`src/rtl/quick_spi_slave_pkg.sv`:
```
// Shared definitions for the quick_spi master/slave pair: order encodings,
// FSM states and the wire-bit to word-bit mapping used on both sides.
package quick_spi_pkg;

    localparam int LITTLE_ENDIAN = 0;
    localparam int BIG_ENDIAN    = 1;
    localparam int LSB_FIRST     = 0;
    localparam int MSB_FIRST     = 1;

    typedef enum logic {
        IDLE   = 1'b0,
        ACTIVE = 1'b1
    } spi_state_t;

    // Word bit position carried by wire bit k of a frame word.
    function automatic int wire_bit_index(input int k, input int nbytes,
                                          input int bytes_order, input int bits_order);
        int byte_idx;
        int bit_idx;
        byte_idx = (bytes_order == BIG_ENDIAN) ? (nbytes - 1 - k / 8) : (k / 8);
        bit_idx  = (bits_order == MSB_FIRST) ? (7 - k % 8) : (k % 8);
        return byte_idx * 8 + bit_idx;
    endfunction

endpackage

```
`src/rtl/quick_spi_slave_if.sv`:
```
// SPI pin bundle shared by the quick_spi master and slave.
interface quick_spi_if;
    logic sclk;
    logic mosi;
    logic ss_n;
    logic miso;

    modport master (output sclk, output mosi, output ss_n, input miso);
    modport slave  (input sclk, input mosi, input ss_n, output miso);
endinterface

```
`src/rtl/quick_spi_slave_sync_edge.sv`:
```
// Two-flop synchronizer for an asynchronous pin with registered history for
// rise/fall detection on the synchronized copy.
module quick_spi_sync_edge #(
    parameter logic RESET_VAL = 1'b0
) (
    input  logic clk,
    input  logic reset_n,
    input  logic din,
    output logic dout,
    output logic rise,
    output logic fall
);

    logic meta_q;
    logic sync_q;
    logic prev_q;

    always_ff @(posedge clk or negedge reset_n) begin
        if (!reset_n) begin
            meta_q <= RESET_VAL;
            sync_q <= RESET_VAL;
            prev_q <= RESET_VAL;
        end else begin
            meta_q <= din;
            sync_q <= meta_q;
            prev_q <= sync_q;
        end
    end

    assign dout = sync_q;
    assign rise = sync_q & ~prev_q;
    assign fall = ~sync_q & prev_q;

endmodule

```
`src/rtl/quick_spi_slave.sv`:
```
// SPI slave oversampling sclk/mosi/ss_n in the clk domain; back-to-back words.
// Optional QUICK_SPI_SLAVE_MISO_TRISTATE_EN floats miso outside an active frame.
module quick_spi_slave
    import quick_spi_pkg::*;
#(
    parameter int DATA_WIDTH  = 16,
    parameter int CPOL        = 0,
    parameter int CPHA        = 0,
    parameter int BYTES_ORDER = LITTLE_ENDIAN,
    parameter int BITS_ORDER  = LSB_FIRST
) (
    input  logic                  clk,
    input  logic                  reset_n,
    input  logic                  enable,
    input  logic [DATA_WIDTH-1:0] tx_data,
    output logic                  tx_ack,
    output logic [DATA_WIDTH-1:0] rx_data,
    output logic                  rx_valid,
    output logic                  frame_error,
    output logic                  busy,
    quick_spi_if.slave            spi
);

    localparam int NBYTES = DATA_WIDTH / 8;
    localparam int IDX_W  = $clog2(DATA_WIDTH);
    localparam logic [IDX_W-1:0] LAST_BIT = IDX_W'(DATA_WIDTH - 1);

    logic sclk_sync_unused, sclk_rise, sclk_fall;
    logic ss_s, ss_rise, ss_fall;
    logic mosi_meta, mosi_s;

    quick_spi_sync_edge #(.RESET_VAL(CPOL != 0)) u_sclk_sync (
        .clk(clk), .reset_n(reset_n), .din(spi.sclk),
        .dout(sclk_sync_unused), .rise(sclk_rise), .fall(sclk_fall)
    );

    quick_spi_sync_edge #(.RESET_VAL(1'b1)) u_ss_sync (
        .clk(clk), .reset_n(reset_n), .din(spi.ss_n),
        .dout(ss_s), .rise(ss_rise), .fall(ss_fall)
    );

    always_ff @(posedge clk or negedge reset_n) begin
        if (!reset_n) begin
            mosi_meta <= 1'b0;
            mosi_s    <= 1'b0;
        end else begin
            mosi_meta <= spi.mosi;
            mosi_s    <= mosi_meta;
        end
    end

    logic lead_edge, trail_edge, sample_edge, shift_edge;
    assign lead_edge   = (CPOL != 0) ? sclk_fall : sclk_rise;
    assign trail_edge  = (CPOL != 0) ? sclk_rise : sclk_fall;
    assign sample_edge = (CPHA != 0) ? trail_edge : lead_edge;
    assign shift_edge  = (CPHA != 0) ? lead_edge : trail_edge;

    spi_state_t state_q, state_d;
    logic [DATA_WIDTH-1:0] tx_shift, rx_shift;
    logic [IDX_W-1:0] bit_cnt, tx_idx, tx_pos, rx_pos;
    logic start, sample, shift, last_bit, abort, word_done, reload;

    always_ff @(posedge clk or negedge reset_n) begin
        if (!reset_n) state_q <= IDLE;
        else          state_q <= state_d;
    end

    // An ss_n rise coinciding with the final sample still completes the word.
    always_comb begin
        state_d  = state_q;
        start    = 1'b0;
        sample   = 1'b0;
        shift    = 1'b0;
        last_bit = 1'b0;
        abort    = 1'b0;
        unique case (state_q)
            IDLE: begin
                if (ss_fall && enable) begin
                    state_d = ACTIVE;
                    start   = 1'b1;
                end
            end
            ACTIVE: begin
                last_bit = sample_edge && (bit_cnt == LAST_BIT);
                sample   = sample_edge && (!ss_rise || last_bit);
                shift    = shift_edge && !ss_rise;
                if (ss_rise) begin
                    state_d = IDLE;
                    abort   = !last_bit && (bit_cnt != '0);
                end
            end
            default: state_d = IDLE;
        endcase
    end

    assign reload = word_done && (state_q == ACTIVE);
    assign rx_pos = IDX_W'(wire_bit_index(int'(bit_cnt), NBYTES, BYTES_ORDER, BITS_ORDER));
    assign tx_pos = IDX_W'(wire_bit_index(int'(tx_idx), NBYTES, BYTES_ORDER, BITS_ORDER));

    // The shift edge presents the wire bit equal to the number of samples taken so far.
    always_ff @(posedge clk or negedge reset_n) begin
        if (!reset_n) begin
            tx_shift    <= '0;
            rx_shift    <= '0;
            rx_data     <= '0;
            bit_cnt     <= '0;
            tx_idx      <= '0;
            word_done   <= 1'b0;
            rx_valid    <= 1'b0;
            tx_ack      <= 1'b0;
            frame_error <= 1'b0;
        end else begin
            word_done   <= last_bit;
            rx_valid    <= word_done;
            tx_ack      <= start | reload;
            frame_error <= abort;
            if (word_done)      rx_data  <= rx_shift;
            if (start | reload) tx_shift <= tx_data;
            if (start)          tx_idx   <= '0;
            else if (shift)     tx_idx   <= bit_cnt;
            if (start) begin
                bit_cnt <= '0;
            end else if (sample) begin
                rx_shift[rx_pos] <= mosi_s;
                bit_cnt          <= last_bit ? '0 : bit_cnt + IDX_W'(1);
            end
        end
    end

    assign busy = (state_q == ACTIVE) && !ss_s;

`ifdef QUICK_SPI_SLAVE_MISO_TRISTATE_EN
    assign spi.miso = (state_q == ACTIVE) ? tx_shift[tx_pos] : 1'bz;
`else
    assign spi.miso = (state_q == ACTIVE) ? tx_shift[tx_pos] : 1'b0;
`endif

endmodule

```
`src/flat_wrapper.sv`:
```
// flat-port wrapper written by rule: the top's interface ports become plain ports
module quick_spi_slave_flat import quick_spi_pkg::*;
#(
    parameter int DATA_WIDTH  = 16,
    parameter int CPOL        = 0,
    parameter int CPHA        = 0,
    parameter int BYTES_ORDER = LITTLE_ENDIAN,
    parameter int BITS_ORDER  = LSB_FIRST
)
  (clk, reset_n, enable, tx_data, tx_ack, rx_data, rx_valid, frame_error, busy, spi_sclk, spi_mosi, spi_ss_n, spi_miso);
  quick_spi_if spi_i ();
  input  logic clk;
  input  logic reset_n;
  input  logic enable;
  input  logic [DATA_WIDTH-1:0] tx_data;
  output logic tx_ack;
  output logic [DATA_WIDTH-1:0] rx_data;
  output logic rx_valid;
  output logic frame_error;
  output logic busy;
  input wire logic [$bits(spi_i.sclk)-1:0] spi_sclk;
  input wire logic [$bits(spi_i.mosi)-1:0] spi_mosi;
  input wire logic [$bits(spi_i.ss_n)-1:0] spi_ss_n;
  output wire logic [$bits(spi_i.miso)-1:0] spi_miso;
  assign spi_i.sclk = spi_sclk;
  assign spi_i.mosi = spi_mosi;
  assign spi_i.ss_n = spi_ss_n;
  assign spi_miso = spi_i.miso;
  quick_spi_slave #(.DATA_WIDTH(DATA_WIDTH), .CPOL(CPOL), .CPHA(CPHA), .BYTES_ORDER(BYTES_ORDER), .BITS_ORDER(BITS_ORDER)) u_core (.clk(clk), .reset_n(reset_n), .enable(enable), .tx_data(tx_data), .tx_ack(tx_ack), .rx_data(rx_data), .rx_valid(rx_valid), .frame_error(frame_error), .busy(busy), .spi(spi_i));
endmodule
```
`config.mk`:
```
export PLATFORM = sky130hd
export DESIGN_NAME = quick_spi_slave_flat
export DESIGN_NICKNAME = d
export VERILOG_FILES = /design/src/rtl/quick_spi_slave_pkg.sv /design/src/rtl/quick_spi_slave_if.sv /design/src/rtl/quick_spi_slave_sync_edge.sv /design/src/rtl/quick_spi_slave.sv /design/src/flat_wrapper.sv
export SDC_FILE = /design/constraint.sdc
export NUM_CORES = 1
export LEC_CHECK = 0
export CORE_UTILIZATION = 30
export DETAILED_ROUTE_END_ITERATION = 16
export GPL_ROUTABILITY_DRIVEN = 1
export PLACE_DENSITY_LB_ADDON = 0.2
export SLEW_MARGIN = 20
export SYNTH_ARGS = -nofsm -noshare
export SYNTH_HDL_FRONTEND = slang
export SYNTH_HIERARCHICAL = 1
export SYNTH_SLANG_ARGS = --single-unit
```
`constraint.sdc`:
```
create_clock -name clk -period 2.2 [get_ports clk]
set_input_delay 0.33 -clock clk [delete_from_list [all_inputs] [get_ports clk]]
set_output_delay 0.33 -clock clk [all_outputs]
set_load 0.05 [all_outputs]
```
==> results.txt <==
Status -> finished clean
Die extent in x -> 100 um
Setup WS post-layout -> 81.9 ps
Height of the chip -> 100 um
Synth Flop Type -> dfrtp_1
Psw -> 0.820 mW
Crit end category -> primary output
Number of flops mapped to enable cells by yosys -> 0
Final Cycle Share -> 96.3%
Internal power -> 2.27 mW
Cts bufs inserted -> 9
Mapped Nets -> 238
Most common cell after layout, fill and taps aside -> dfrtp_1
Clk sinks -> 69
Slew margin rel. -> 55.6%
Post-synthesis register bit count -> 69
Worst EP required -> 1870 ps
Grt met1 use -> 15.7%
Power share of the clock group -> 32.6%
Root buffer cell -> clkbuf_8
Initial antenna violation count -> 0
Lkg Pwr -> 1.63 nW
Routed Antenna Nets -> 0
WS Path Type -> flop to primary output
Row Count -> 35
CP startpoint kind -> flop
WP data arrival -> 1790 ps
Layout cell share with drive strength beyond 1 -> 32.3%
Unrepaired setup endpoints after global routing -> yes
Worst Hold Class -> input pin to async pin
Power per cell area -> 843 nW/um^2
Yosys warns -> 6
P&R area growth vs syn -> 26.3%
Reg clk slew, reported paths -> 70 ps
Worst slew pin tran -> 666 ps
Routed WL per cell -> 12.9 um
Pre-antenna DRT Iters -> 4
CP max FO -> 5
Peak supply drop -> 0.423 mV
Library cells used by synthesis -> 37
Fillers -> 945
Sequential Power Share -> 51.1%
1st-iter DRT viols -> 43
All-layer global routing usage -> 11.6%
Final Slew Violations -> 0
Post-place setup slack -> 246 ps
Fin. Hold Viols -> 0
DR DRC count -> 0
Starting Density -> 31.2%
Worst-skew pair later-pin latency -> 340 ps
Seq/Total Area, Yosys -> 59.7%
CTS tree -> done
Congestion Overflow GR -> 0
Placer congestion estimate -> 0.695
Post-CTS Hold Buffers -> 0
Post-Syn Area per Cell -> 13.7 um^2
GR Util met2 -> 17.0%
HPWL Detailed -> 3.61 mm
Clock Skews -> 7.45 ps
First-pass GRT wire length -> 8.98 mm
Max H-tree Level -> 3
Setup violators final -> 0
Final core occ -> 39.4%
Achievable Freq -> 0.472 GHz
Via count -> 1,742
Final wirelength -> 5.10 mm
I/O pins -> 43
Die area -> 10,100 um^2
Met3 GRT Util -> 3.83%
Core area -> 9280 um^2
Port Buf Inserts -> 42
Most frequent cells in the layout -> dfrtp_1, mux2_2, clkdlybuf4s50_1, nand2_1, nor2_1
Comb power frac -> 16.3%
Final nets -> 287
Synthesized cell area -> 2900 um^2
Via-to-Cell Ratio -> 4.41
Vias in the first global route -> 1,787
ANT cells -> 0
Largest net degree at the start of global routing -> 35
Global routing's busiest layer -> met2
Final min period -> 2120 ps
Clock Tree Buf Depth -> 2
Switching part of the total power -> 26.6%
Synth async-reset ratio -> 100%
Max Cap Violations -> 0
Synth Instances -> 212
-- registers in the layout, summed over array words and instances, names as in the netlist, 4 cells and up --
signal,count
u_core/tx_shift,16
u_core/rx_shift,16
u_core/rx_data,16
u_core/bit_cnt,4
u_core/tx_idx,4
-- critical path: stages, from the launching register on --
cell	delay, ps
dfrtp_2	440
mux4_2	510
o211ai_1	190
o22ai_1	120
buf_4	200
-- power groups by stage --
stage               logic (mW)  clock network [mW]  registers (mW)
floorplan                0.373                   0            1.55
global placement         0.494                   0            1.61
detailed placement       0.506                   0            1.61
CTS                      0.517                1.05            1.58
global route             0.556                1.10            1.60
finish                   0.504                1.01            1.58
-- repair_timing --
action / in CTS / in global routing
cloned: 0 / 0
gates resized for setup: 1 / 0
setup buffers: 1 / 0
pin swaps: 0 / 1
endpoints found under the setup margin: 1 / 1
-- worst paths after layout --
path,startpoint,endpoint,slack [ps],cells after the start
max,u_core/tx_idx[0]$_DFFE_PN0P_,spi_miso,80,4
min,reset_n,u_core/u_sclk_sync/prev_q$_DFF_PN0_,30,1
max reg2reg,u_core/bit_cnt[0]$_DFFE_PN0P_,u_core/rx_shift[12]$_DFFE_PN0P_,420,5
min reg2reg,u_core/u_sclk_sync/meta_q$_DFF_PN0_,u_core/u_sclk_sync/dout$_DFF_PN0_,350,0
max in group asynchronous,reset_n,u_core/rx_data[8]$_DFFE_PN0P_,1570,2
min in group clk,u_core/u_sclk_sync/meta_q$_DFF_PN0_,u_core/u_sclk_sync/dout$_DFF_PN0_,350,0
-- area by class of cell --
class,count,area [um^2],area share (%)
Clock buffer,12,145,3.96
Clock inverter,4,47.5,1.30
Inverter,4,15.0,0.410
Multi-Input combinational cell,130,1100,30.0
Sequential cell,69,1730,47.3
Tap cell,129,161,4.41
Timing Repair Buffer,47,460,12.6
-- per-layer routing --
layer	up-vias	part of all wire [%]
met5	-	0
met4	0	1.6
met3	8	5.0
met2	39	44
met1	855	49
li1	840	-
-- cells in the mapped netlist, types with 2 or more instances --
cell,count,share of area [%]
nand4_1,3,0.65
mux2_2,48,19
dfrtp_1,66,57
o211ai_1,2,0.52
mux4_2,2,1.6
buf_4,2,0.52
inv_1,4,0.52
nor2b_1,3,0.65
nor2_1,11,1.4
nand3_1,4,0.69
buf_2,3,0.52
dfstp_2,3,2.7
ha_1,4,1.7
and2b_2,3,0.91
mux2i_1,6,2.1
clkbuf_1,3,0.39
a21oi_1,4,0.69
nand2_1,22,2.8
-- through the flow --
step / cell area [um^2] / total power [mW] / hold slack (ps) / instances / setup TNS, ps
after floorplan: 2900 / 1.92 / 34.4 / 212 / 0
after global placement: 3460 / 2.10 / 335 / 378 / 0
after detailed placement: 3460 / 2.11 / 335 / 378 / 0
after CTS: 3660 / 3.15 / 33.7 / 395 / 0
after global routing: 3660 / 3.26 / 48.8 / 395 / -8.21
final: 3660 / 3.09 / 30.2 / 395 / 0
-- cells by family after synthesis --
| family | Yosys count | share of synthesized area (%) |
|---|---|---|
| DFF | 69 | 59.7 |
| muxes | 56 | 22.3 |
| adders and majority gates | 4 | 1.73 |
| and+or+nand+nor | 57 | 10.7 |
| AOI/OAI and AO/OA | 13 | 3.28 |
| buffers and inverters | 13 | 2.33 |
Power figures use the tool's default switching activity.
